===== src/rtl/beep_pkg.sv =====
// Shared types and constants for the piezo beep sequencer.
package beep_pkg;

  typedef enum logic [1:0] {
    S_IDLE = 2'd0,
    S_ON   = 2'd1,
    S_OFF  = 2'd2,
    S_GAP  = 2'd3
  } state_t;

  typedef enum logic [1:0] {
    SRC_NONE  = 2'd0,
    SRC_KEY   = 2'd1,
    SRC_CHIME = 2'd2,
    SRC_ALARM = 2'd3
  } src_t;

  localparam int unsigned ALARM_BURSTS = 4;

endpackage


===== src/rtl/beep_if.sv =====
// Request/status bundle between the timekeeping logic and the beep sequencer.
interface beep_if;
  // No valid/ready handshake: alarm_req is a level; chime_req, key_req and stop
  // are single-cycle pulses captured on the next clock edge. All outputs are registered.
  logic       alarm_req;
  logic       chime_req;
  logic       key_req;
  logic       stop;
  logic       beep_en;
  logic       busy;
  logic [1:0] active_src;
  logic       alarm_muted;

  modport master (
    output alarm_req, chime_req, key_req, stop,
    input  beep_en, busy, active_src, alarm_muted
  );

  modport slave (
    input  alarm_req, chime_req, key_req, stop,
    output beep_en, busy, active_src, alarm_muted
  );
endinterface


===== src/rtl/beep_sequencer_ms_tick_gen.sv =====
// Millisecond prescaler: one-cycle o_tick every TICK_DIV clocks, restartable via i_clr.
module ms_tick_gen #(
  parameter int unsigned TICK_DIV = 48000
) (
  input  logic clk,
  input  logic rst_n,
  input  logic i_clr,
  output logic o_tick
);
  localparam int unsigned W = (TICK_DIV > 1) ? $clog2(TICK_DIV) : 1;
  localparam logic [W-1:0] LAST = W'(TICK_DIV - 1);

  logic [W-1:0] r_cnt;

  always_ff @(posedge clk or negedge rst_n) begin
    if (!rst_n) begin
      r_cnt <= '0;
    end else if (i_clr || (r_cnt == LAST)) begin
      r_cnt <= '0;
    end else begin
      r_cnt <= r_cnt + 1'b1;
    end
  end

  assign o_tick = (r_cnt == LAST);
endmodule


===== src/rtl/beep_sequencer.sv =====
// Arbitrates alarm/chime/key beep requests and sequences the tone-generator enable.
module beep_sequencer
  import beep_pkg::*;
#(
  parameter int unsigned TICK_DIV         = 48000,
  parameter int unsigned KEY_MS           = 30,
  parameter int unsigned CHIME_ON_MS      = 200,
  parameter int unsigned ALARM_ON_MS      = 100,
  parameter int unsigned ALARM_GAP_MS     = 500,
  parameter int unsigned ALARM_TIMEOUT_MS = 60000
) (
  input  logic   clk,
  input  logic   rst_n,
  beep_if.slave  bus,
  output state_t o_dbg_state
);
  localparam logic [1:0]  LAST_BURST = 2'(ALARM_BURSTS - 1);
  localparam logic [31:0] TIMEOUT    = 32'(ALARM_TIMEOUT_MS);

  state_t      r_state, w_state_nxt;
  src_t        r_src, w_src_nxt;
  logic [31:0] r_ms_cnt, w_ms_nxt;
  logic [1:0]  r_burst, w_burst_nxt;
  logic [31:0] r_alarm_ms, w_alarm_ms_nxt;
  logic        r_chime_pend, w_chime_pend_nxt;
  logic        r_key_pend, w_key_pend_nxt;
  logic        r_muted, w_muted_nxt;
  logic        r_alarm_req_q;
  logic        r_beep_en, r_busy;
  logic        w_tick, w_clr, w_alarm_go, w_cp, w_kp, w_phase_done;
  logic [31:0] w_phase_len;

  function automatic logic [31:0] phase_len(src_t s, state_t st);
    logic [31:0] len;
    len = 32'd1;
    case (s)
      SRC_KEY:   len = 32'(KEY_MS);
      SRC_CHIME: len = 32'(CHIME_ON_MS);
      SRC_ALARM: len = (st == S_GAP) ? 32'(ALARM_GAP_MS) : 32'(ALARM_ON_MS);
      default:   len = 32'd1;
    endcase
    return len;
  endfunction

  ms_tick_gen #(.TICK_DIV(TICK_DIV)) u_tick (
    .clk    (clk),
    .rst_n  (rst_n),
    .i_clr  (w_clr),
    .o_tick (w_tick)
  );

  // Timeout accounting starts the cycle after alarm_req is first seen, so the
  // free-running prescaler phase before the alarm starts is never counted.
  always_comb begin
    w_alarm_ms_nxt = r_alarm_ms;
    if (!bus.alarm_req) begin
      w_alarm_ms_nxt = '0;
    end else if (w_tick && r_alarm_req_q && (r_alarm_ms != TIMEOUT)) begin
      w_alarm_ms_nxt = r_alarm_ms + 32'd1;
    end
    w_muted_nxt = bus.alarm_req &&
                  (r_muted || bus.stop || (w_alarm_ms_nxt == TIMEOUT));
    w_alarm_go  = bus.alarm_req && !w_muted_nxt;
    w_cp        = r_chime_pend | bus.chime_req;
    w_kp        = r_key_pend | bus.key_req;
    w_phase_len  = phase_len(r_src, r_state);
    w_phase_done = w_tick && ((r_ms_cnt + 32'd1) == w_phase_len);
  end

  always_comb begin
    w_state_nxt      = r_state;
    w_src_nxt        = r_src;
    w_ms_nxt         = w_tick ? (r_ms_cnt + 32'd1) : r_ms_cnt;
    w_burst_nxt      = r_burst;
    w_chime_pend_nxt = w_cp;
    w_key_pend_nxt   = w_kp;
    w_clr            = 1'b0;
    if (w_alarm_go && (r_src != SRC_ALARM)) begin
      w_state_nxt = S_ON;
      w_src_nxt   = SRC_ALARM;
      w_ms_nxt    = '0;
      w_burst_nxt = '0;
      w_clr       = 1'b1;
      if (r_src == SRC_CHIME) w_chime_pend_nxt = 1'b0;
      if (r_src == SRC_KEY)   w_key_pend_nxt   = 1'b0;
    end else if ((r_src == SRC_ALARM) && !w_alarm_go) begin
      w_state_nxt = S_IDLE;
      w_src_nxt   = SRC_NONE;
      w_ms_nxt    = '0;
      w_burst_nxt = '0;
    end else begin
      case (r_state)
        S_IDLE: begin
          w_ms_nxt = '0;
          if (w_cp) begin
            w_state_nxt      = S_ON;
            w_src_nxt        = SRC_CHIME;
            w_chime_pend_nxt = 1'b0;
            w_burst_nxt      = '0;
            w_clr            = 1'b1;
          end else if (w_kp) begin
            w_state_nxt    = S_ON;
            w_src_nxt      = SRC_KEY;
            w_key_pend_nxt = 1'b0;
            w_burst_nxt    = '0;
            w_clr          = 1'b1;
          end
        end
        S_ON: begin
          if (w_phase_done) begin
            w_ms_nxt = '0;
            case (r_src)
              SRC_CHIME: begin
                if (r_burst == 2'd1) begin
                  w_state_nxt      = S_IDLE;
                  w_src_nxt        = SRC_NONE;
                  w_burst_nxt      = '0;
                  w_chime_pend_nxt = 1'b0;
                end else begin
                  w_state_nxt = S_OFF;
                end
              end
              SRC_ALARM: w_state_nxt = (r_burst == LAST_BURST) ? S_GAP : S_OFF;
              default: begin
                w_state_nxt    = S_IDLE;
                w_src_nxt      = SRC_NONE;
                w_burst_nxt    = '0;
                w_key_pend_nxt = 1'b0;
              end
            endcase
          end
        end
        S_OFF: begin
          if (w_phase_done) begin
            w_ms_nxt    = '0;
            w_state_nxt = S_ON;
            w_burst_nxt = r_burst + 2'd1;
          end
        end
        S_GAP: begin
          if (w_phase_done) begin
            w_ms_nxt    = '0;
            w_state_nxt = S_ON;
            w_burst_nxt = '0;
          end
        end
        default: w_state_nxt = S_IDLE;
      endcase
    end
  end

  always_ff @(posedge clk or negedge rst_n) begin
    if (!rst_n) begin
      r_state       <= S_IDLE;
      r_src         <= SRC_NONE;
      r_ms_cnt      <= '0;
      r_burst       <= '0;
      r_alarm_ms    <= '0;
      r_chime_pend  <= 1'b0;
      r_key_pend    <= 1'b0;
      r_muted       <= 1'b0;
      r_alarm_req_q <= 1'b0;
      r_beep_en     <= 1'b0;
      r_busy        <= 1'b0;
    end else begin
      r_state       <= w_state_nxt;
      r_src         <= w_src_nxt;
      r_ms_cnt      <= w_ms_nxt;
      r_burst       <= w_burst_nxt;
      r_alarm_ms    <= w_alarm_ms_nxt;
      r_chime_pend  <= w_chime_pend_nxt;
      r_key_pend    <= w_key_pend_nxt;
      r_muted       <= w_muted_nxt;
      r_alarm_req_q <= bus.alarm_req;
      r_beep_en     <= (w_state_nxt == S_ON);
      r_busy        <= (w_state_nxt != S_IDLE);
    end
  end

  assign bus.beep_en     = r_beep_en;
  assign bus.busy        = r_busy;
  assign bus.active_src  = r_src;
  assign bus.alarm_muted = r_muted;
  assign o_dbg_state     = r_state;
endmodule


===== src/flat_wrapper.sv =====
// flat-port wrapper written by rule: the top's interface ports become plain ports
module beep_sequencer_flat import beep_pkg::*;
#(
  parameter int unsigned TICK_DIV         = 48000,
  parameter int unsigned KEY_MS           = 30,
  parameter int unsigned CHIME_ON_MS      = 200,
  parameter int unsigned ALARM_ON_MS      = 100,
  parameter int unsigned ALARM_GAP_MS     = 500,
  parameter int unsigned ALARM_TIMEOUT_MS = 60000
)
  (clk, rst_n, o_dbg_state, bus_alarm_req, bus_chime_req, bus_key_req, bus_stop, bus_beep_en, bus_busy, bus_active_src, bus_alarm_muted);
  beep_if bus_i ();
  input  logic clk;
  input  logic rst_n;
  output state_t o_dbg_state;
  input wire logic [$bits(bus_i.alarm_req)-1:0] bus_alarm_req;
  input wire logic [$bits(bus_i.chime_req)-1:0] bus_chime_req;
  input wire logic [$bits(bus_i.key_req)-1:0] bus_key_req;
  input wire logic [$bits(bus_i.stop)-1:0] bus_stop;
  output wire logic [$bits(bus_i.beep_en)-1:0] bus_beep_en;
  output wire logic [$bits(bus_i.busy)-1:0] bus_busy;
  output wire logic [$bits(bus_i.active_src)-1:0] bus_active_src;
  output wire logic [$bits(bus_i.alarm_muted)-1:0] bus_alarm_muted;
  assign bus_i.alarm_req = bus_alarm_req;
  assign bus_i.chime_req = bus_chime_req;
  assign bus_i.key_req = bus_key_req;
  assign bus_i.stop = bus_stop;
  assign bus_beep_en = bus_i.beep_en;
  assign bus_busy = bus_i.busy;
  assign bus_active_src = bus_i.active_src;
  assign bus_alarm_muted = bus_i.alarm_muted;
  beep_sequencer #(.TICK_DIV(TICK_DIV), .KEY_MS(KEY_MS), .CHIME_ON_MS(CHIME_ON_MS), .ALARM_ON_MS(ALARM_ON_MS), .ALARM_GAP_MS(ALARM_GAP_MS), .ALARM_TIMEOUT_MS(ALARM_TIMEOUT_MS)) u_core (.clk(clk), .rst_n(rst_n), .bus(bus_i), .o_dbg_state(o_dbg_state));
endmodule

===== config.mk =====
export PLATFORM = sky130hd
export DESIGN_NAME = beep_sequencer_flat
export DESIGN_NICKNAME = d
export VERILOG_FILES = /design/src/rtl/beep_pkg.sv /design/src/rtl/beep_if.sv /design/src/rtl/beep_sequencer_ms_tick_gen.sv /design/src/rtl/beep_sequencer.sv /design/src/flat_wrapper.sv
export SDC_FILE = /design/constraint.sdc
export NUM_CORES = 1
export LEC_CHECK = 0
export CELL_PAD_IN_SITES_DETAIL_PLACEMENT = 0
export CELL_PAD_IN_SITES_GLOBAL_PLACEMENT = 1
export CORE_MARGIN = 4
export CORE_UTILIZATION = 49
export DETAILED_ROUTE_END_ITERATION = 7
export DONT_BUFFER_PORTS = 1
export PLACE_DENSITY_LB_ADDON = 0.1
export SYNTH_ARGS = -nofsm -noshare
export SYNTH_HDL_FRONTEND = slang
export SYNTH_SLANG_ARGS = --single-unit
export TNS_END_PERCENT = 20

===== constraint.sdc =====
create_clock -name clk -period 10.1 [get_ports clk]
set_clock_uncertainty 0.2 [all_clocks]
set_input_delay 2.02 -clock clk [delete_from_list [all_inputs] [get_ports clk]]
set_output_delay 2.02 -clock clk [all_outputs]
set_load 0.02 [all_outputs]

-- After elaboration in Yosys (flattened, before gate mapping)
Cells that the tools add are included.
- register bits: 92
- bits in latches: 0
- RAM bits: 0
- ROM bits: 0
- bits of input ports: 6
- logic and storage cells: 113
- memories kept: 0
- add/sub/neg operators: 4
- multipliers: 0
- div/mod/pow operators: 0
- $lt $le $gt $ge: 0
- eq/ne operators: 21
- shift-type cells: 0
- muxes and demuxes: 54
- bitwise logic cells: 2
- reductions and logical operators: 20
- operator list (kind ; number):
    $mux 32 ; 6
    $pmux 32 s3 ; 1
    $add 32x1->32 const B ; 2
    $pmux 32 s2 ; 1
    $mux 2 ; 19
    $eq 32x16->1 const B ; 1
    $eq 32x32->1 ; 1
    $ne 32x16->1 const B ; 1
    $mux 1 ; 18
    $add 16x1->16 const B ; 1
    $eq 16x16->1 const B ; 1
    $mux 16 ; 1
    $pmux 2 s2 ; 3
    $eq 2x2->1 const B ; 5
    $ne 5x1->1 const B ; 2
    $mux 9 ; 1
    $eq 2x1->1 const B ; 4
    $ne 4x1->1 const B ; 2
    $ne 4x3->1 const B ; 2
    $pmux 2 s4 ; 1
    $logic_and 1x1->1 ; 7
    $pmux 2 s3 ; 1
    $reduce_and 6->1 ; 1
    $ne 5x4->1 const B ; 1
    other kinds (12) ; 18

-- Logic depth before layout (Yosys ltp)
Gate-level depths: netlist of run 1.
- depth after elaboration: 16
- depth in mapped cells: 21
- gate-level depth less buffers: 19

-- Cells and area by module
From an unflattened synthesis of run 1, not the netlist that was laid out.
- cell total of the unflattened synthesis: 703
- area, all modules: 6113.4 um^2
- modules (own cells, without submodules) (module ; times used ; cells each ; area each (um^2) ; sequential area each (um^2)):
    beep_sequencer ; 1 ; 623 ; 5280.1 ; 1901.8
    ms_tick_gen ; 1 ; 80 ; 833.3 ; 400.4

-- Worst setup path after synthesis of run 1
OpenSTA, ideal clock, no wires.
- kind: input-to-reg
- from: input bus_alarm_req
- to: register u_core.r_src[1] (netlist: u_core.bus.active_src[1])
- library setup time: 82 ps
- arrival time: 5184 ps
- slack: 4634 ps
- stages on the path: 17
- cells stage by stage: clkbuf_1 clkinv_1 or4_1 nand3_1 nor4_1 a311oi_1 and2_1 ha_1 clkbuf_1 inv_1 a32o_1 a22oi_1 nand2b_1 nor4_1 nand4bb_1 and3_1 a31oi_1
- longest elaborated chain between the ends: 10
- elaborated cells on any way between the ends: 17
- classes of those cells: eq/ne: 5; mux: 3; reduce/logical: 9
- RTL lines (item ; RTL line ; text):
    start: declaration ; flat_wrapper.sv:16 ; input wire logic [$bits(bus_i.alarm_req)-1:0] bus_alarm_req;
    $mux 32 ; beep_sequencer.sv:56 ; if (!bus.alarm_req) begin
    $eq 32x16->1 ; beep_sequencer.sv:62 ; (r_muted || bus.stop || (w_alarm_ms_nxt == TIMEOUT));
    $logic_or 1x1->1 ; beep_sequencer.sv:62 ;
    $logic_and 1x1->1 ; beep_sequencer.sv:61 ; w_muted_nxt = bus.alarm_req &&
    $logic_not 1->1 ; beep_sequencer.sv:63 ; w_alarm_go = bus.alarm_req && !w_muted_nxt;
    $logic_and 1x1->1 * ; beep_sequencer.sv:63 ;
    $logic_not 1->1 ; beep_sequencer.sv:86 ; end else if ((r_src == SRC_ALARM) && !w_alarm_go) begin
    $logic_and 1x1->1 ; beep_sequencer.sv:86 ;
    $ne 5x4->1 (no line), or another cell as far along ; - ;
    $reduce_and 5->1 (no line) / $mux 2 (equally long branches) ; - ;
    end signal: assignment ; beep_sequencer.sv:167 ; r_src <= w_src_nxt;
    end: declaration ; beep_sequencer.sv:21 ; src_t r_src, w_src_nxt;
Mark *: on every way between the ends. The rest lies on a longest branch, timed or not.
A chain may end at the register's enable or synchronous reset.

-- Worst setup path after layout of run 1
- from: register u_core.u_tick.r_cnt[0]
- to: register u_core.r_ms_cnt[14]
- longest elaborated chain between the ends: 14
- elaborated cells on any way between the ends: 19
- classes of those cells: eq/ne: 3; mux: 6; reduce/logical: 10
- RTL lines (item ; RTL line ; text):
    start: declaration ; beep_sequencer_ms_tick_gen.sv:13 ; logic [W-1:0] r_cnt;
    start signal: assignment ; beep_sequencer_ms_tick_gen.sv:21 ; r_cnt <= r_cnt + 1'b1;
    $eq 16x16->1 * ; beep_sequencer_ms_tick_gen.sv:25 ; assign o_tick = (r_cnt == LAST);
    $logic_and 1x1->1 (2 in a row) ; beep_sequencer.sv:58 ; end else if (w_tick && r_alarm_req_q && (r_alarm_ms != TIMEOUT)) begin
    $mux 32 ; beep_sequencer.sv:58 ;
    $mux 32 ; beep_sequencer.sv:56 ;
    $eq 32x16->1 ; beep_sequencer.sv:62 ;
    $logic_or 1x1->1 ; beep_sequencer.sv:62 ;
    $logic_and 1x1->1 ; beep_sequencer.sv:61 ;
    $logic_not 1->1 ; beep_sequencer.sv:63 ;
    $logic_and 1x1->1 ; beep_sequencer.sv:63 ;
    $logic_not 1->1 ; beep_sequencer.sv:86 ;
    $logic_and 1x1->1 ; beep_sequencer.sv:86 ;
    $mux 32 ; beep_sequencer.sv:86 ;
    $mux 32 ; beep_sequencer.sv:78 ; if (w_alarm_go && (r_src != SRC_ALARM)) begin
    end signal: assignment ; beep_sequencer.sv:168 ; r_ms_cnt <= w_ms_nxt;
    end: declaration ; beep_sequencer.sv:22 ; logic [31:0] r_ms_cnt, w_ms_nxt;
Marked as above.

==> out/qor.txt, run 1 <==
Tmin final -> 5.899 ns
DRT Pass-1 Iters -> 5
Hold Violations, Final -> 0
die width -> 124.0 µm
H-tree depth -> 3
largest net degree at the start of global routing -> 93
post-CTS sizing -> 0
mux cell area share after synthesis -> 3.569%
IO buf count -> 0
Ports -> 13
share of layout cells above drive strength 1 -> 4.881%
Clk Latency, worst-skew pair -> 0.36 ns
Post-synth top flop -> dfrtp_1
number of flops mapped to enable cells by yosys -> 0
total track usage -> 23.66%
core area -> 13190 µm²
Routed WL per cell -> 18.67 µm
syn_area_per_cell -> 8.227 µm²
area grow syn2layout -> 4.576%
ant diodes -> 0
CP endpoint kind -> flop
Mapped Nets -> 822
Max Fclk -> 0.1695 GHz
CTS tree -> built
Place WS -> 4.020 ns
flop2flop setup slack -> 4.20 ns
Synth cell types -> 63
clk root buf -> clkbuf_16
Die Height -> 124.0 µm
worst IR drop on VDD -> 0.0001039 V
post-synthesis cell area -> 6590 µm²
CP max FO -> 27
Max-cap violations -> 0
reg2reg path depth -> 14
Crit Reg-Reg Startpoint -> u_core.u_tick.r_cnt[0]
Max Slew Vio Count -> 0
Crit Path Category -> flop to flop
endpoints failing setup -> 0
post-synthesis sequential area ratio -> 34.93%
die area -> 15370 µm²
Hold Path Class -> flop to flop
power per cell area -> 150.9 nW/µm²
vias per inst -> 6.312
ys async rst share -> 100.0%
global route total overflow -> 0
setup TNS -> 0 ns
adder and majority gate portion of the synthesized area -> 2.848%
Data required, critical path -> 10.14 ns
#FFs+latches synth -> 92
hpwl dp -> 12.29 mm
final setup margin -> 4.201 ns
Initial Utilization -> 49.96%
last element of the critical path -> u_core.r_ms_cnt[14]
CTS clk-pin slew, worst paths -> 0.07 ns
post-cts hold buffer count -> 0
cell row count -> 42
DRC marker count from the first detailed-route iteration -> 564
Critical Path AT -> 5.94 ns
drc violations -> 0
clk buf depth -> 2
Sink Count -> 92
antenna-violating nets left -> 0
initial antenna violation count -> 0
Post-Syn Instances -> 801
Leakage -> 2.694 nW
Reg-to-Reg End -> u_core.r_ms_cnt[14]
Vias -> 5895
routability cong. -> 0.8886
Least-Margin Pin Slew -> 1.103 ns
nets -> 774
RSZ-0062 raised after global routing -> no
type of origin of the critical path -> flop
Crit. Startpoint -> u_core.u_tick.r_cnt[0]
largest family of logic cells by synthesized area -> simple AND/OR/NAND/NOR gates
YS warnings -> 0
CTS buffer count -> 9
xor/xnor share of the synthesized area -> 9.436%
number of global-route vias before repair -> 5528
first-pass GRT wire length -> 28.70 mm
simple-gate share of the synthesized area -> 32.09%
period utilization -> 58.40%
DRT Wirelength -> 17.44 mm
setup repair bufs after CTS -> 0
Synth Area in Compound Gates -> 12.00%
status -> complete, no violations
Slew HR -> 26.36%
-- kinds of logic after synthesis --
group / count (synthesis)
simple gates: 393
fa+ha+maj: 15
compound gates: 121
xor+xnor: 71
mux: 23
buf+inv: 86
flops: 92
-- layer usage --
layer	global-route usage (%)	routed length, µm	vias up
met2	34.20	7372	203
met3	4.087	1165	31
li1	-	-	2805
met1	35.38	8530	2856
met5	0	0	-
met4	8.487	373	0
-- worst min-delay path by stage --
| stage | depth (start not counted) | slack (ns) | from | end |
|---|---|---|---|---|
| 4_1_cts | 1 | 0.30 | u_core.u_tick.r_cnt[0] | u_core.u_tick.r_cnt[0] |
| 3_5_place_dp | 1 | 0.28 | u_core.u_tick.r_cnt[0] | u_core.u_tick.r_cnt[0] |
| 5_1_grt | 1 | 0.32 | u_core.u_tick.r_cnt[0] | u_core.u_tick.r_cnt[0] |
| 2_1_floorplan | 1 | 0.25 | u_core.u_tick.r_cnt[0] | u_core.u_tick.r_cnt[0] |
| 6_report | 1 | 0.29 | u_core.u_tick.r_cnt[0] | u_core.u_tick.r_cnt[0] |
| 3_3_place_gp | 1 | 0.27 | u_core.u_tick.r_cnt[0] | u_core.u_tick.r_cnt[0] |
-- power breakdown --
group          internal, mW  leakage [nW]  switching [mW]
registers             0.392          1.25          0.0442
clock network         0.171         0.134           0.163
logic                 0.102          1.31           0.167
total                 0.665          2.69           0.375
-- worst max-delay path, cell delays in order, from the launching register on --
cell and delay [ns]:
dfrtp_1 0.40, ha_1 0.20, and3_1 0.25, nand3_1 0.42, a211oi_2 1.06, nand4_1 0.19
a22o_1 0.30, nor4_1 0.51, a311oi_1 0.24, and2_1 0.21, ha_1 0.31, a2111oi_4 0.30
buf_4 0.34, nand2_1 0.36, o311ai_0 0.47
-- final cells by class --
cell class	instances	area, µm²
fillers	1270	6299
multi-input cells	623	3970
flip-flops and latches	92	2302
clock buffers	9	225.2
well taps	176	220.2
inverters	23	86.33
clock inverters	7	57.56
repair buffers	4	30.03
-- state kept, by name (all words and copies together) (netlist names) --
signal,count
u_core.bus.beep_en,1
u_core.bus.alarm_muted,1
u_core.bus.busy,1
u_core.r_chime_pend,1
u_core.r_alarm_ms,32
u_core.r_key_pend,1
u_core.r_burst,2
u_core.r_ms_cnt,32
u_core.bus.active_src,2
u_core.o_dbg_state,2
u_core.r_alarm_req_q,1
u_core.u_tick.r_cnt,16
-- metrics by stage --
stage	cells	total power [mW]	cell area, µm²	utilization, %	hold slack (ns)
CTS	934	1.045	6892	52.25	0.2964
global route	934	1.097	6892	52.25	0.3159
finish	934	1.040	6892	52.25	0.2946
floorplan	801	0.6370	6590	-	0.2547
detailed placement	918	0.7093	6609	50.10	0.2828
global placement	918	0.7039	6609	50.10	0.2707
-- layout by cell type, fill, tap and decap left out, types with 15 or more instances in the layout --
cell type  count
nand3_1       49
inv_1         22
xnor2_1       45
nand2_1       66
and3_1        28
nor4_1        19
mux2i_1       19
dfrtp_1       92
ha_1          15
nor3_1        17
nand4_1       48
o21ai_0       35
or3_1         16
nor2_1        79
a21oi_1       26
and4_1        16
xor2_1        26
-- cell usage after synthesis (22+ instances only) --
library cell	count	area, µm²
nor2_1	80	300.3
nand4_1	48	300.3
clkbuf_1	52	195.2
xor2_1	26	227.7
inv_1	22	82.58
dfrtp_1	92	2302
o21ai_0	35	175.2
xnor2_1	45	394.1
and3_1	28	175.2
a21oi_1	26	130.1
nand3_1	49	245.2
nand2_1	66	247.7
No activity file was read; power rests on OpenSTA's default activity.
==> run 2, diff against run 1 <==
==> constraint.sdc (replaced) <==
create_clock -name clk -period 5.95 [get_ports clk]
set_clock_uncertainty 0.2 [all_clocks]
set_input_delay 1.19 -clock clk [delete_from_list [all_inputs] [get_ports clk]]
set_output_delay 1.19 -clock clk [all_outputs]
set_load 0.02 [all_outputs]
==> run 2 against run 1 <==
Against the previous run:
- die area unchanged
- sequential cell count stayed put
- utilization grew 0.30 points
- first-iteration DRC count down 7.3%
- routed wire length up 2.2%
- largest power group unchanged
==> out/qor.txt, run 2 (synthesis gave the netlist of run 1 again) <==
status -> complete, no violations
power per cell area -> 254.6 nW/µm²
CTS buffer count -> 9
Max-cap violations -> 0
fin area -> 6932 µm²
DRC marker count from the first detailed-route iteration -> 523
Data required, critical path -> 6.02 ns
hold path depth -> 1
Worst Hold End -> u_core.u_tick.r_cnt[0]
Place WS -> 0.5908 ns
antenna-violating nets left -> 0
Slew HR -> 23.61%
Routed WL per cell -> 18.97 µm
clock power share -> 31.8%
Util after Layout -> 52.55%
flop2flop setup slack -> 0.46 ns
endpoints failing setup -> 0
first-pass GRT wire length -> 28.73 mm
hpwl dp -> 12.53 mm
commonest non-fill, non-tap cell in the layout -> dfrtp_1
area grow syn2layout -> 5.183%
post-CTS sizing -> 0
Worst path top cell family by delay -> simple AND/OR/NAND/NOR gates
ant diodes -> 0
Ports -> 13
Fin Hold WS -> 0.2890 ns
Reg-to-Reg End -> u_core.bus.active_src[0]
Vias -> 5939
die area -> 15370 µm²
Critical Path AT -> 5.56 ns
top flop regs -> u_core.r_alarm_ms x32, u_core.r_ms_cnt x32, u_core.u_tick.r_cnt x16
global route total overflow -> 0
H-tree depth -> 3
clk root buf -> clkbuf_16
Crit. Startpoint -> u_core.r_alarm_ms[17]
die width -> 124.0 µm
Crit Path Category -> flop to flop
vias per inst -> 6.318
CP endpoint kind -> flop
Max Slew Vio Count -> 0
Buf/Inv on CP -> 2
Clk Latency, worst-skew pair -> 0.36 ns
largest net degree at the start of global routing -> 93
Tot Pwr -> 1.765 mW
Top cell by count, worst path -> nor4_1
DRT Wirelength -> 17.83 mm
worst IR drop on VDD -> 0.0001460 V
Least-Margin Pin Slew -> 1.117 ns
worst path cell trace -> or4_1, nor4_1, a211oi_2, buf_4, mux2_2, a21oi_1, nor4_1, a311oi_1, and2_1, ha_1, inv_1, a32o_1, a22oi_1, nand2b_1, nor4_1, nand4bb_1, nand2_1, mux2i_1
Max Fclk -> 0.1822 GHz
IO buf count -> 0
post-cts hold buffer count -> 0
cell row count -> 42
total track usage -> 23.86%
Initial Utilization -> 49.96%
final setup margin -> 0.4614 ns
placed cell areas -> 6654 µm²
setup repair bufs after CTS -> 0
routability cong. -> 0.9077
number of global-route vias before repair -> 5403
Tmin final -> 5.489 ns
most frequent cells in the layout -> dfrtp_1 (92), nor2_1 (79), nand2_1 (66)
DRT Pass-1 Iters -> 5
Net Sw Frac -> 36.11%
CTS tree -> built
Seq pwr share -> 41.9%
slowest stage delay, CP -> 0.61 ns
nets -> 780
initial antenna violation count -> 0
CTS clk-pin slew, worst paths -> 0.07 ns
setup TNS -> 0 ns
Hold Path Class -> flop to flop
Sink Count -> 92
Crit Reg-Reg Startpoint -> u_core.r_alarm_ms[17]
CP max FO -> 10
share of layout cells above drive strength 1 -> 5.497%
drc violations -> 0
fillers -> 1259
dpl cells -> 924
type of origin of the critical path -> flop
Critical-path top delay cell -> nor4_1
Comb power frac -> 26.3%
period utilization -> 92.25%
switching power -> 0.6373 mW
Hold Violations, Final -> 0
Non-Filler Instances -> 940
Leakage -> 2.715 nW
RSZ-0062 raised after global routing -> no
core area -> 13190 µm²
clk buf depth -> 2
Internal -> 1.128 mW
Die Height -> 124.0 µm
reg2reg path depth -> 18
Worst Hold Launch -> u_core.u_tick.r_cnt[0]
-- run 2: worst max-delay path by stage --
stage / end / slack (ns) / cells after the start
after floorplan: u_core.bus.active_src[1] / 1.22 / 19
after global placement: u_core.bus.active_src[1] / 0.85 / 18
after detailed placement: u_core.bus.active_src[0] / 0.59 / 18
after CTS: u_core.bus.active_src[0] / 0.55 / 18
after global routing: u_core.bus.active_src[1] / 0.13 / 18
final: u_core.bus.active_src[0] / 0.46 / 18
-- run 2: final cells by class --
type	count	area [µm²]	area share (%)
timing repair buffer	10	75.07	1.083
sequential	92	2302	33.21
clock inverter	6	48.80	0.7040
tap	176	220.2	3.177
inverter	23	86.33	1.245
clock buffer	10	229.0	3.303
multi-input combinational	623	3970	57.27
-- run 2: worst register-to-register path, stage by stage, from the launching register on --
cell	delay, ns
dfrtp_1	0.49
or4_1	0.56
nor4_1	0.61
a211oi_2	0.31
buf_4	0.25
mux2_2	0.27
a21oi_1	0.17
nor4_1	0.08
a311oi_1	0.38
and2_1	0.18
ha_1	0.38
inv_1	0.16
a32o_1	0.25
a22oi_1	0.29
nand2b_1	0.11
nor4_1	0.22
nand4bb_1	0.16
nand2_1	0.12
mux2i_1	0.21
-- run 2: per-layer routing --
layer	routed length [µm]	track usage, %	part of all wire [%]	vias to the layer above
met5	0	0	0	-
met4	435	9.514	2.4	0
met3	1114	3.315	6.2	30
met2	7686	34.07	43	188
met1	8597	36.20	48	2898
li1	-	-	-	2823
-- run 2: power by group through the flow --
stage	logic, mW	registers [mW]	clock network, mW
finish	0.463	0.740	0.562
global route	0.515	0.749	0.595
CTS	0.464	0.739	0.571
detailed placement	0.460	0.751	0
global placement	0.448	0.750	0
floorplan	0.353	0.728	0
==> patch 1, RTL diff (config.mk and constraints of run 2) <==
`TICK_DIV` is set to 48000 in 3 places; all go to 96000.
--- a/src/rtl/beep_sequencer_ms_tick_gen.sv
+++ b/src/rtl/beep_sequencer_ms_tick_gen.sv
@@ -2,3 +2,3 @@
 module ms_tick_gen #(
-  parameter int unsigned TICK_DIV = 48000
+  parameter int unsigned TICK_DIV = 96000
 ) (
--- a/src/rtl/beep_sequencer.sv
+++ b/src/rtl/beep_sequencer.sv
@@ -4,3 +4,3 @@
 #(
-  parameter int unsigned TICK_DIV         = 48000,
+  parameter int unsigned TICK_DIV         = 96000,
   parameter int unsigned KEY_MS           = 30,
--- a/src/flat_wrapper.sv
+++ b/src/flat_wrapper.sv
@@ -3,3 +3,3 @@
 #(
-  parameter int unsigned TICK_DIV         = 48000,
+  parameter int unsigned TICK_DIV         = 96000,
   parameter int unsigned KEY_MS           = 30,
Function: no difference found for any inputs over 10 cycles, from zero or initial values and one cycle with rst_n low; that may be too few to reach the edited logic, so the function may still have changed.
==> patch 1 against run 2 <==
  * Sequential share of layout area is 2.4 points higher
  * Setup slack improved by 0.27 ns
  * Design area is 5.6% lower
  * Routed wire length shrank 15%
  * Total power shrank 6.8%
  * Utilization grew 1.0 points
  * Area after synthesis is 5.4% lower
  * Sequential cell count up 1
==> patch 1: results (changes against run 2) <==
----------------------------------------------------
[Status]
  Run status ... finished, final reports clean (unchanged)

[Finish]
  Final nets ... 716 (was 780)
  Final standard cell count with taps included and fillers excluded ... 868 (was 940)
  Filler cell count ... 1188 (was 1259)
  Largest regs ... u_core.r_alarm_ms (32), u_core.r_ms_cnt (32), u_core.u_tick.r_cnt (17) (was u_core.r_alarm_ms (32), u_core.r_ms_cnt (32), u_core.u_tick.r_cnt (16))
  Layout overhead on the synthesized area ... 4.98% (was 5.18%)

[Timing]
  Headroom to the max-slew limit ... 0.497 (was 0.236)
  Share of the cycle needed by the critical path after routing ... 0.878 (was 0.922)
  Post-Route Hold Slack ... 0.323 ns (was 0.289 ns)

[Yosys]
  Net count after synthesis ... 748 (was 822)
  Cell types with the highest counts after synthesis ... dfrtp_1, nor2_1, nand2_1, nand3_1, xnor2_1 (was dfrtp_1, nor2_1, nand2_1, clkbuf_1, nand3_1)
  Compound-cell area share of the yosys netlist ... 0.113 (was 0.120)
  Adder-cell share of the synthesized area ... 0.0317 (was 0.0285)
  Top cells by area, synth ... dfrtp_1, xnor2_1, nor2_1 (was dfrtp_1, xnor2_1, nand4_1)
  Multiplexer share of the synthesized area ... 0.0165 (was 0.0357)
  Post-Synthesis Cells ... 727 (was 801)
  Netlist cell types ... 65 (was 63)

[Drt]
  Number of design-rule violations left by the first detailed-router iteration ... 341 (was 523)
  Via/cell ratio ... 6.05 (was 6.32)
  Final wirelength ... 15200 um (was 17800 um)

[Min path]
  Hold Startpoint ... u_core.r_ms_cnt[31] (was u_core.u_tick.r_cnt[0])

[Power]
  Reported net switching power ... 0.540 mW (was 0.637 mW)
  IR Drop Worst-Case VDD ... 165 uV (was 146 uV)

[GRT]
  Vias in the first global route ... 4968 (was 5403)
  Pin count of the biggest net entering global routing ... 94 (was 93)
  First-pass GRT wire length ... 25500 um (was 28700 um)
  Global Route met1 Usage ... 0.326 (was 0.362)
  All-Layer GR Usage ... 0.218 (was 0.239)

[Worst setup path]
  Length in cells of the worst reg-to-reg path ... 16 (was 18)
  Highest-delay cell along the critical path ... or4_1 (was nor4_1)
  Maximum cell stage delay along the critical path ... 0.66 ns (was 0.61 ns)
  Reg-to-reg critical path endpoint ... u_core.r_ms_cnt[11] (was u_core.bus.active_src[0])
  Register-to-register setup slack ... 0.73 ns (was 0.46 ns)
  Beginning of the worst register-to-register path ... u_core.u_tick.r_cnt[0] (was u_core.r_alarm_ms[17])

[Placed design]
  Cell area reported after detailed placement ... 6250 um2 (was 6650 um2)
  Pre-CTS setup slack ... 0.768 ns (was 0.591 ns)
  Half-perimeter wire length after placement ... 10600 um (was 12500 um)

----------------------------------------------------
==> patch 1: final cells by class <==
cell class,instances,share of cell area
multi-input combinational,566,0.550
timing repair buffer,5,0.00574
sequential,93,0.356
inverter,20,0.0115
clock buffer,10,0.0365
tap,168,0.0321
clock inverter,6,0.00822
==> patch 1: kinds of logic after synthesis <==
| kind of cell | after synthesis |
|---|---|
| simple gates | 365 |
| xor+xnor | 73 |
| compound gates | 102 |
| buf+inv | 68 |
| mux | 10 |
| fa+ha+maj | 16 |
| flops | 93 |
==> patch 1: layer usage <==
| layer | vias to the layer above | routed length [um] | share of wire |
|---|---|---|---|
| met5 | - | 0 | 0 |
| met4 | 0 | 243 | 0.016 |
| li1 | 2549 | - | - |
| met2 | 160 | 6700 | 0.44 |
| met1 | 2521 | 7510 | 0.49 |
| met3 | 25 | 760 | 0.050 |
==> patch 1: power groups by stage <==
stage,sequential [mW],clock (mW),combinational [mW]
floorplan,0.732,0,0.257
global placement,0.753,0,0.324
detailed placement,0.757,0,0.326
CTS,0.744,0.585,0.328
global route,0.753,0.616,0.364
finish,0.745,0.575,0.325
==> patch 1: how the worst max path moves through the flow <==
stage | from | to | cells past startpoint
2_1_floorplan | u_core.u_tick.r_cnt[0] | u_core.r_ms_cnt[22] | 17
3_3_place_gp | u_core.u_tick.r_cnt[0] | u_core.r_ms_cnt[6] | 16
3_5_place_dp | u_core.u_tick.r_cnt[0] | u_core.r_ms_cnt[11] | 16
4_1_cts | u_core.u_tick.r_cnt[0] | u_core.r_ms_cnt[11] | 16
5_1_grt | u_core.u_tick.r_cnt[0] | u_core.r_ms_cnt[11] | 16
6_report | u_core.u_tick.r_cnt[0] | u_core.r_ms_cnt[11] | 16
==> patch 2, RTL diff (settings of run 2) <==
Made on the original files. Put one more register stage on the output `o_dbg_state`, without a reset. The value now appears one clock later. The other outputs are not delayed to match.
--- a/src/rtl/beep_sequencer.sv
+++ b/src/rtl/beep_sequencer.sv
@@ -183,3 +183,5 @@
   assign bus.alarm_muted = r_muted;
-  assign o_dbg_state     = r_state;
+  always_ff @(posedge clk) begin
+    o_dbg_state <= r_state;
+  end
 endmodule
Check against the original RTL: not equivalent (a bounded check fails within 4 cycles, from zero or initial values and one cycle with rst_n low).
==> patch 2 against run 2 <==
  * Die area decreased by 4.7%
  * Total power decreased by 3.4%
  * Area after synthesis decreased by 5.0%
  * Sequential cell count increased by 2
  * Setup slack improved by 0.091 ns
  * Critical path type unchanged
  * Routed wire length decreased by 9.5%
  * Cell count decreased by 5.3%
  * Design area decreased by 4.4%
  * Fmax increased by 1.7%
==> patch 2: results (changes against run 2) <==
----------------------------------------------------
[Status]
  Run status ... finished, final reports clean (unchanged)

[Timing]
  Minimum clock period ... 5.40 ns (was 5.49 ns)

[Placed design]
  Routability cong. ... 0.903 (was 0.908)
  Post-placement cell count ... 874 (was 924)
  Pre-CTS setup slack ... 0.466 ns (was 0.591 ns)
  Cell area reported after detailed placement ... 6330 um2 (was 6650 um2)
  Half-perimeter wire length after placement ... 11200 um (was 12500 um)

[Drt]
  Routed WL per cell ... 18.1 um (was 19.0 um)
  Number of design-rule violations left by the first detailed-router iteration ... 418 (was 523)
  Final wirelength ... 16100 um (was 17800 um)
  Via/cell ratio ... 6.05 (was 6.32)

[Finish]
  Share of post-route cells with drive strength above 1 ... 0.0501 (was 0.0550)
  Filler cell count ... 1192 (was 1259)
  Area occupied by registers ... 2340 um2 (was 2300 um2)
  Final nets ... 734 (was 780)

[Worst setup path]
  Maximum cell stage delay along the critical path ... 0.52 ns (was 0.61 ns)
  Worst Path Max Fanout ... 20 (was 10)
  Arrival time worst endpoint ... 5.47 ns (was 5.56 ns)
  Highest-delay cell along the critical path ... or4_1 (was nor4_1)
  Register-to-register setup slack ... 0.55 ns (was 0.46 ns)

[Power]
  IR Drop Worst-Case VDD ... 155 uV (was 146 uV)
  Reported net switching power ... 0.541 mW (was 0.637 mW)
  Leakage ... 2.67 nW (was 2.72 nW)
  Sequential share of power ... 0.449 (was 0.419)
  Proportion of total power due to net switching ... 0.318 (was 0.361)
  Clk. pwr ... 0.590 mW (was 0.562 mW)

[Yosys]
  Share of flip-flops with an asynchronous set or reset ... 0.979 (was 1.00)
  Seq/Total Area, Yosys ... 0.374 (was 0.349)
  Cell types with the highest counts after synthesis ... dfrtp_1, nor2_1, nand2_1, nor3_1, xor2_1 (was dfrtp_1, nor2_1, nand2_1, clkbuf_1, nand3_1)
  Top cells by area, synth ... dfrtp_1, xor2_1, nor2_1 (was dfrtp_1, xnor2_1, nand4_1)
  Netlist cell types ... 67 (was 63)
  Net count after synthesis ... 763 (was 822)
  Post-Syn Area per Cell ... 8.44 um2 (was 8.23 um2)

[GRT]
  Vias in the first global route ... 5190 (was 5403)
  First-pass GRT wire length ... 26900 um (was 28700 um)
  All-Layer GR Usage ... 0.231 (was 0.239)

----------------------------------------------------
-- patch 2: changes by cell type in the layout (fill, tap and decap cells not counted), sizes merged, moves of 6 or more --
| cell | delta |
|---|---|
| a21oi | -9 |
| a31oi | -9 |
| mux2i | -6 |
| nand3 | -14 |
| nand4 | -20 |
| nor2 | +6 |
| nor3 | +26 |
| o21ai | +6 |
| or3 | -8 |
| or4 | -6 |
| xnor2 | -18 |
| xor2 | +12 |
-- patch 2: metal layers --
metal  global-route usage  wire [um]
met3               0.0406        563
met1                0.304       7420
met5                    0          0
met2                0.386       7800
met4               0.0715        366
-- patch 2: final timing paths --
path	from	end	cells past startpoint
setup reg to reg	u_core.r_alarm_ms[1]	u_core.r_ms_cnt[18]	16
hold reg to reg	u_core.u_tick.r_cnt[0]	u_core.u_tick.r_cnt[0]	1
setup / recovery	u_core.r_alarm_ms[1]	u_core.r_ms_cnt[18]	16
max in group asynchronous	rst_n	u_core.r_ms_cnt[11]	0
hold / removal	u_core.u_tick.r_cnt[0]	u_core.u_tick.r_cnt[0]	1
min in group asynchronous	rst_n	u_core.r_alarm_ms[4]	0
-- patch 2: cell families (layout without fill, tap and decap cells) --
| family | count (synthesis) | in the layout | synth area share |
|---|---|---|---|
| mux | 17 | 17 | 0.0280 |
| simple gates | 357 | 357 | 0.298 |
| fa+ha+maj | 15 | 15 | 0.0300 |
| flops | 94 | 94 | 0.374 |
| compound gates | 121 | 121 | 0.128 |
| xor+xnor | 66 | 66 | 0.0945 |
| buf+inv | 72 | 48 | 0.0472 |
-- patch 2: area by class of cell --
cell class,count,share of cell area
Clock buffer,13,0.0378
Clock inverter,3,0.00680
Inverter,25,0.0142
Multi-Input combinational cell,576,0.547
Sequential cell,94,0.354
Tap cell,172,0.0325
Timing Repair Buffer,7,0.00793
